**src/rtl/bypass_wb_sequencer.sv**
```systemverilog
// Writeback/free sequencer in front of the bypassing register file: buffers out-of-order
// completions, issues up to two RF writes per cycle oldest-first, and frees names in allocation order.
module bypass_wb_sequencer #(
    parameter int data_width = 32,
    parameter int name_width = 3
) (
    input  logic                  CLK,
    input  logic                  RST,
    input  logic                  ALLOC_FIRE,
    input  logic [name_width-1:0] ALLOC_NAME,
    input  logic                  CMP_VALID_1,
    input  logic [name_width-1:0] CMP_NAME_1,
    input  logic [data_width-1:0] CMP_DATA_1,
    output logic                  CMP_READY_1,
    input  logic                  CMP_VALID_2,
    input  logic [name_width-1:0] CMP_NAME_2,
    input  logic [data_width-1:0] CMP_DATA_2,
    output logic                  CMP_READY_2,
    input  logic                  REL_E_1,
    input  logic [name_width-1:0] REL_NAME_1,
    input  logic                  REL_E_2,
    input  logic [name_width-1:0] REL_NAME_2,
    output logic                  WE_1,
    output logic [name_width-1:0] NAME_IN_1,
    output logic [data_width-1:0] D_IN_1,
    output logic                  WE_2,
    output logic [name_width-1:0] NAME_IN_2,
    output logic [data_width-1:0] D_IN_2,
    output logic                  WFE,
    output logic [name_width-1:0] W_F,
    input  logic                  F_READY,
    output logic                  ERR
);
    localparam int num_names = 2 ** name_width;

    // state    | meaning
    // S_EMPTY  | name not allocated
    // S_ALLOC  | allocated, awaiting completion
    // S_PEND   | result buffered, awaiting RF write
    // S_WRIT   | written to RF, freeable once released
    typedef enum logic [1:0] {S_EMPTY, S_ALLOC, S_PEND, S_WRIT} name_st_e;

    name_st_e              st_q   [num_names];
    name_st_e              st_d   [num_names];
    logic [data_width-1:0] data_q [num_names];
    logic [data_width-1:0] data_d [num_names];
    logic [num_names-1:0]  rel_q, rel_d;
    logic [name_width-1:0] fptr_q, fptr_d;
    logic                  err_q, err_d;

    logic                  we1, we2;
    logic [name_width-1:0] n1, n2, idx;
    logic                  rdy1, rdy2, wfe, do_free;

    // Oldest-first scan starting at the free pointer picks the two writes.
    always_comb begin
        we1 = 1'b0;
        we2 = 1'b0;
        n1  = '0;
        n2  = '0;
        idx = '0;
        for (int i = 0; i < num_names; i++) begin
            idx = fptr_q + name_width'(i);
            if (st_q[idx] == S_PEND) begin
                if (!we1) begin
                    we1 = 1'b1;
                    n1  = idx;
                end else if (!we2) begin
                    we2 = 1'b1;
                    n2  = idx;
                end
            end
        end
    end

    assign rdy1    = (st_q[CMP_NAME_1] == S_ALLOC);
    assign rdy2    = (st_q[CMP_NAME_2] == S_ALLOC) && !(CMP_VALID_1 && (CMP_NAME_1 == CMP_NAME_2));
    assign wfe     = (st_q[fptr_q] == S_WRIT) && rel_q[fptr_q];
    assign do_free = wfe && F_READY;

    always_comb begin
        st_d   = st_q;
        data_d = data_q;
        rel_d  = rel_q;
        fptr_d = fptr_q;
        err_d  = err_q;

        if (we1) st_d[n1] = S_WRIT;
        if (we2) st_d[n2] = S_WRIT;

        if (CMP_VALID_1 && rdy1) begin
            st_d[CMP_NAME_1]   = S_PEND;
            data_d[CMP_NAME_1] = CMP_DATA_1;
        end
        if (CMP_VALID_2 && rdy2) begin
            st_d[CMP_NAME_2]   = S_PEND;
            data_d[CMP_NAME_2] = CMP_DATA_2;
        end

        if (REL_E_1) begin
            if (st_q[REL_NAME_1] != S_EMPTY) rel_d[REL_NAME_1] = 1'b1;
            else                             err_d = 1'b1;
        end
        if (REL_E_2) begin
            if (st_q[REL_NAME_2] != S_EMPTY) rel_d[REL_NAME_2] = 1'b1;
            else                             err_d = 1'b1;
        end

        // A name being freed this cycle is still WRIT, so allocating it flags an error.
        if (ALLOC_FIRE) begin
            if (st_q[ALLOC_NAME] == S_EMPTY) st_d[ALLOC_NAME] = S_ALLOC;
            else                             err_d = 1'b1;
        end

        if (do_free) begin
            st_d[fptr_q]  = S_EMPTY;
            rel_d[fptr_q] = 1'b0;
            fptr_d        = fptr_q + name_width'(1);
        end
    end

    always_ff @(posedge CLK) begin
        if (!RST) begin
            for (int i = 0; i < num_names; i++) begin
                st_q[i]   <= S_EMPTY;
                data_q[i] <= '0;
            end
            rel_q  <= '0;
            fptr_q <= '0;
            err_q  <= 1'b0;
        end else begin
            st_q   <= st_d;
            data_q <= data_d;
            rel_q  <= rel_d;
            fptr_q <= fptr_d;
            err_q  <= err_d;
        end
    end

    assign CMP_READY_1 = rdy1;
    assign CMP_READY_2 = rdy2;
    assign WE_1        = we1;
    assign WE_2        = we2;
    assign NAME_IN_1   = n1;
    assign NAME_IN_2   = n2;
    assign D_IN_1      = we1 ? data_q[n1] : '0;
    assign D_IN_2      = we2 ? data_q[n2] : '0;
    assign WFE         = wfe;
    assign W_F         = fptr_q;
    assign ERR         = err_q;
endmodule

```
**config.mk**
```make
export PLATFORM = sky130hd
export DESIGN_NAME = bypass_wb_sequencer
export DESIGN_NICKNAME = d
export VERILOG_FILES = /design/src/rtl/bypass_wb_sequencer.sv
export SDC_FILE = /design/constraint.sdc
export NUM_CORES = 1
export LEC_CHECK = 0
export CAP_MARGIN = 20
export CORE_ASPECT_RATIO = 2
export CORE_MARGIN = 10
export CORE_UTILIZATION = 35
export CTS_BUF_LIST = sky130_fd_sc_hd__clkbuf_8
export CTS_CLUSTER_SIZE = 30
export DETAILED_ROUTE_END_ITERATION = 7
export PLACE_DENSITY = 0.65
export SYNTH_ARGS = -nofsm -noshare
export SYNTH_HDL_FRONTEND = slang
export SYNTH_SLANG_ARGS = --single-unit
export TNS_END_PERCENT = 30
```
**constraint.sdc**
```tcl
create_clock -name CLK -period 9.3 [get_ports CLK]
set_input_delay 0.93 -clock CLK [delete_from_list [all_inputs] [get_ports CLK]]
set_output_delay 0.93 -clock CLK [all_outputs]
set_load 0.05 [all_outputs]
```
* Word level (Yosys, flattened, before mapping) *
Cells that the tools add are included.
W data, S select, Z words.

word-level totals
  bits in registers = 284
  output and inout port bits = 79
  input port bits = 87
  word-level logic and storage cells = 266

operators by class
  equal/unequal tests = 12
  muxes and demuxes = 150
  order comparisons = 27
  reduce and logical (&&, ||, !) cells = 19
  bitwise operators = 32
  add/subtract/negate cells = 7

operators by type and width
  cell                   count
  $bwmux W256            2
  $mux W256              2
  $mux W32               8
  $bmux W32 S3           2
  $demux W32 S3          2
  $mux W16               7
  $mux W3                35
  $bmux W2 S3            13
  $mux W2                32
  $ge A4 B4 Y1 const B   15
  $not A3 Y4             15
  $mux W8                5
  $or A8 B8 Y8           5
  $demux W2 S3           6
  $and A8 B8 Y8          4
  $mux W1                32
  $not A8 Y8             4
  $or A16 B16 Y16        2
  $lt A4 B1 Y1 const B   6
  $eq A2 B2 Y1 const B   9
  $and A16 B16 Y16       1
  $not A16 Y16           1
  $logic_and A1 B1 Y1    15
  $add A3 B3 Y3 const B  4
  11 further kinds       20

* Longest topological paths before layout *
  depth after elaboration = 42
  depth in mapped cells = 22
  mapped depth without buffers = 13

* Worst setup path before layout *
No wires, ideal clock.

  path type = flip-flop to output port
  from = register fptr_q[0] (netlist: W_F[0])
  to = output port D_IN_2[21]
  path buffers = 7
  required time = 8370 ps
  path slack = 2216 ps
  data arrival time = 6154 ps
  cell stages (with the launch flop) = 21
  cell sequence = dfxtp_1 buf_4 buf_2 inv_2 buf_2 ha_1 or4bb_1 a41o_1 and2_1 buf_2 maj3_2 a211oi_4 o221ai_1 o211a_1 buf_6 and2_4 inv_2 buf_6 buf_4 a211oi_1 nor4_1

between the ends
  elaborated cells on any way between the ends = 93
  those cells by class = add/sub: 7; eq/ne: 8; mux: 69; bitwise: 9

RTL lines
  element                                           RTL line  source
  from (decl)                                       48        logic [name_width-1:0] fptr_q, fptr_d;
  from (signal assigned)                            135       fptr_q <= fptr_d;
  $add A3 B3 Y3 (*)                                 63        idx = fptr_q + name_width'(i);
  net idx[0]                                        52        logic [name_width-1:0] n1, n2, idx;
  $not A3 Y4 (implied by the code)                  64        if (st_q[idx] == S_PEND) begin
  $bmux W2 S3                                       64
  $mux W2 (implied by the code) (2 in series)       64
  $eq A2 B2 Y1                                      64
  $mux W3 (*)                                       64
  net NAME_IN_2[0]                                  27        output logic [name_width-1:0] NAME_IN_2,
  $not A3 Y4 (implied by the code) (*)              147       assign D_IN_2 = we2 ? data_q[n2] : '0;
  $bmux W32 S3 (*)                                  147
  $mux W32 (implied by the code) (*) (2 in series)  147
  $mux W32 (*)                                      147
  to (decl)                                         28        output logic [data_width-1:0] D_IN_2,

Mark *: on every way through the listed nets, which the timed path passes. The rest lies on a longest branch. The select of a mux whose other input is x is not followed.

* Worst setup path after layout *
  from = register fptr_q[1] (netlist: W_F[1])
  to = output port D_IN_2[28]

between the ends
  longest elaborated chain between the ends = 31
  elaborated cells on any way between the ends = 93
  those cells by class = add/sub: 7; eq/ne: 8; mux: 69; bitwise: 9

ends and longest elaborated chain
  element                                                 RTL line
  branches (longest 30 deep; another with $add A3 B1 Y3)  -
  $mux W32 (*)                                            147

Mark *: on every way between the ends. The select of a mux whose other input is x is not followed.

==> flow_metrics.py <==
metrics = {
    "outcome": {
        "status": "completed",
    },
    "power": {
        "power.leakage_nw": 11.64,
        "vdd_drop_max_uv": 203.7,
        "finalPower_mw": 5.454,
        "powerDensity_nw_per_um2": 233.1,
    },
    "placed_design": {
        "numPortBuffers": 165,
        "dp_hpwl_um": 52220,
        "globalplace.congestion": 0.9545,
    },
    "cts": {
        "ctsResizeCount": 0,
        "ctsHoldBuffers": 0,
        "post_cts_buffers": 0,
        "clock_latency_ns": 0.62,
        "cts_tree": "done",
        "root_buffer": "clkbuf_8",
        "htree_num_levels": 2,
        "cts_buffers": 44,
        "cts_buffer_depth": 3,
        "clock-sinks": 284,
        "cts.clk_slew.worst_paths_ns": 0.07,
    },
    "critical_path": {
        "r2r_cells": 14,
        "path_max_fanout": 66,
        "worstReg2RegStart": "W_F[1]$_SDFFE_PN0P_",
        "startpoint_type": "flip-flop",
        "arrival_ns": 7.43,
        "rr_endpoint": "st_q[8]$_SDFF_PN0_",
        "reg2reg_slack_ns": 3.53,
        "crit_required_ns": 8.37,
        "crit_chain": "buf_4 -> inv_2 -> ha_1 -> nor4bb_1 -> o41a_1 -> nor2_1 -> buf_4 -> xnor2_1 -> o32ai_1 -> o31ai_1 -> o211ai_4 -> and2_4 -> inv_2 -> buf_12 -> a2111oi_0 -> nor4_1 -> clkdlybuf4s50_1",
        "slowest_stage": "clkdlybuf4s50_1",
        "crit_type": "reg2out",
        "worst_path_largest_cell_delay_ns": 0.95,
        "endpoint_kind": "primary output",
    },
    "synth": {
        "synth_cells": 2445,
        "syn_avg_cell_area_sq_um": 8.480,
        "synth_top_area_cell": "dfxtp_1",
        "yosysUniqueCellTypes": 94,
        "syn_nets": 2540,
        "synth.most_common_cell": "nand2_1",
        "netlist_top_cells_area": "dfxtp_1, mux2i_1, o211a_1",
        "yosys_warnings": 0,
        "ys.flop_type": "dfxtp_1",
        "synth-seq-cells": 284,
        "synth_edf_count": 0,
        "synthTopCellsByCount": "nand2_1, dfxtp_1, mux2i_1, o211a_1, clkbuf_1",
        "synth_top_area_share_pct": 27.42,
        "synthesis.area_sq_um": 20730,
        "async_flop_share_pct": 0,
        "yosysSeqAreaShare_pct": 27.42,
    },
    "route": {
        "firstDrtPassIters": 6,
        "viasPerCell": 6.620,
        "drc": 0,
        "drt_iter0_drc": 2511,
        "via_count": 21000,
        "ant_nets": 0,
        "finalWirelength_um": 84210,
        "wire_per_inst_um": 26.55,
    },
    "floorplanning": {
        "die_area_sq_um": 69970,
        "ios": 166,
        "core_sq_um": 58800,
        "die_h_um": 364.2,
        "die_x_um": 192.1,
        "num_rows": 126,
        "start_util_pct": 35.26,
    },
    "grt": {
        "grt_max_degree": 163,
        "grt_use_total_pct": 23.13,
        "antenna_found_initial": 5,
        "grt_pass1_vias": 21020,
        "grt_pass1_wl_um": 127100,
        "overflow": 0,
    },
    "layout": {
        "multi_input_area_sq_um": 13700,
        "syn_to_final_growth_pct": 12.87,
        "regArea_sq_um": 5685,
        "fillers": 5820,
        "fin_nets": 2465,
        "drive_above_1_share_pct": 8.750,
    },
    "timing": {
        "period_share_pct": 89.86,
        "tns_ns": 0,
        "maxSlewHeadroom_pct": 21.71,
        "fmax_mhz": 119.7,
        "hold_viol_final": 0,
        "setup_viol": 0,
        "skew_ns": 0.02322,
        "rsz0062_at_grt": "no",
        "report.final.slew_viol_count": 0,
        "period_needed_ns": 8.357,
        "worst_pin_slew_ns": 1.145,
    },
    "hold_path": {
        "hold_end": "rel_q[7]$_SDFF_PN0_",
        "min_delay_path_depth": 1,
        "hp-start": "rel_q[7]$_SDFF_PN0_",
        "hp-class": "reg2reg",
    },
    "job": {
        "cap_viol_max_count": 0,
    },
}
layout by cell type (no fill, tap or decap), types with 25 or more instances in the layout:
cell type,n
clkdlybuf4s50_1,162
a2111oi_0,46
o31ai_1,28
clkbuf_8,54
o21ai_0,39
o211ai_1,34
nand2_1,309
mux2_2,33
a21boi_0,62
mux2i_1,272
dfxtp_1,284
nand3_1,25
inv_1,38
nor4_1,37
o211a_1,257
a21oi_1,67
a211oi_1,67
nor3_1,56
o41ai_1,25
buf_4,44
nor2_1,37
and3_1,103
stage by stage:
step / hold slack [ns] / std cells / cell area (sq um) / worst slack, ns / utilization, %
floorplan: 0.4406 / 2445 / 20730 / 2.216 / -
global placement: 0.4522 / 3092 / 22530 / 1.754 / 38.31
detailed placement: 0.4587 / 3092 / 22530 / 1.723 / 38.31
CTS: 0.4746 / 3168 / 23390 / 1.031 / 39.78
global route: 0.5023 / 3171 / 23400 / 0.7133 / 39.79
finish: 0.4751 / 3172 / 23400 / 0.9430 / 39.80
worst max-delay path: cells and delay by family (launching register included):
| family | cells | cell delay [ns] |
|---|---|---|
| flops | 1 | 0.31 |
| simple gates | 4 | 1.67 |
| fa+ha+maj | 1 | 0.74 |
| buf+inv | 6 | 2.11 |
| xor+xnor | 1 | 0.37 |
| compound gates | 5 | 1.55 |
worst max path at each step:
stage / endpoint / start / slack (ns)
after detailed placement: D_IN_2[28] / W_F[1]$_SDFFE_PN0P_ / 1.72
after CTS: D_IN_2[28] / W_F[1]$_SDFFE_PN0P_ / 1.03
final: D_IN_2[28] / W_F[1]$_SDFFE_PN0P_ / 0.94
after global placement: D_IN_2[28] / W_F[1]$_SDFFE_PN0P_ / 1.75
after floorplan: D_IN_2[21] / W_F[0]$_SDFFE_PN0P_ / 2.22
after global routing: D_IN_1[4] / W_F[1]$_SDFFE_PN0P_ / 0.71
where the power goes:
part / internal [mW] / switching [mW] / leakage [nW] / total (mW)
Combinational: 0.886 / 2.09 / 8.83 / 2.98
Sequential: 1.28 / 0.114 / 2.30 / 1.39
Clock: 0.549 / 0.531 / 0.504 / 1.08
Total: 2.72 / 2.74 / 11.6 / 5.45
flip-flops by register name (all words and copies together), names as in the netlist:
name	cells
rel_q	8
ERR	1
st_q	16
W_F	3
data_q	256
metal layers:
metal | track usage (%) | part of all wire, % | vias to the layer above
met1 | 25.02 | 36 | 10200
met4 | 17.59 | 8.1 | 2
li1 | - | - | 9159
met2 | 39.42 | 48 | 1231
met3 | 3.933 | 7.7 | 409
met5 | 0 | 0.013 | -
area by class of cell:
type / count / area share [%]
tap: 768 / 4.106
clock buffer: 54 / 3.176
timing repair buffer: 212 / 8.817
antenna: 4 / 0.04277
multi-input combinational: 1797 / 58.54
inverter: 31 / 0.5186
clock inverter: 22 / 0.5026
sequential: 284 / 24.30
logic make-up (layout without fill, tap and decap cells):
kind of cell | after synthesis | count (layout) | synth area share, %
adder cells (fa/ha/maj) | 9 | 9 | 0.5371
AND/OR/NAND/NOR | 686 | 686 | 16.68
buffers and inverters | 364 | 319 | 7.181
XOR/XNOR | 9 | 9 | 0.3802
AO/OA/AOI/OAI | 778 | 778 | 31.79
multiplexers | 315 | 315 | 16.01
flip-flops | 284 | 284 | 27.42
other | 0 | 4 | 0
(Power assumes the default switching activity.)
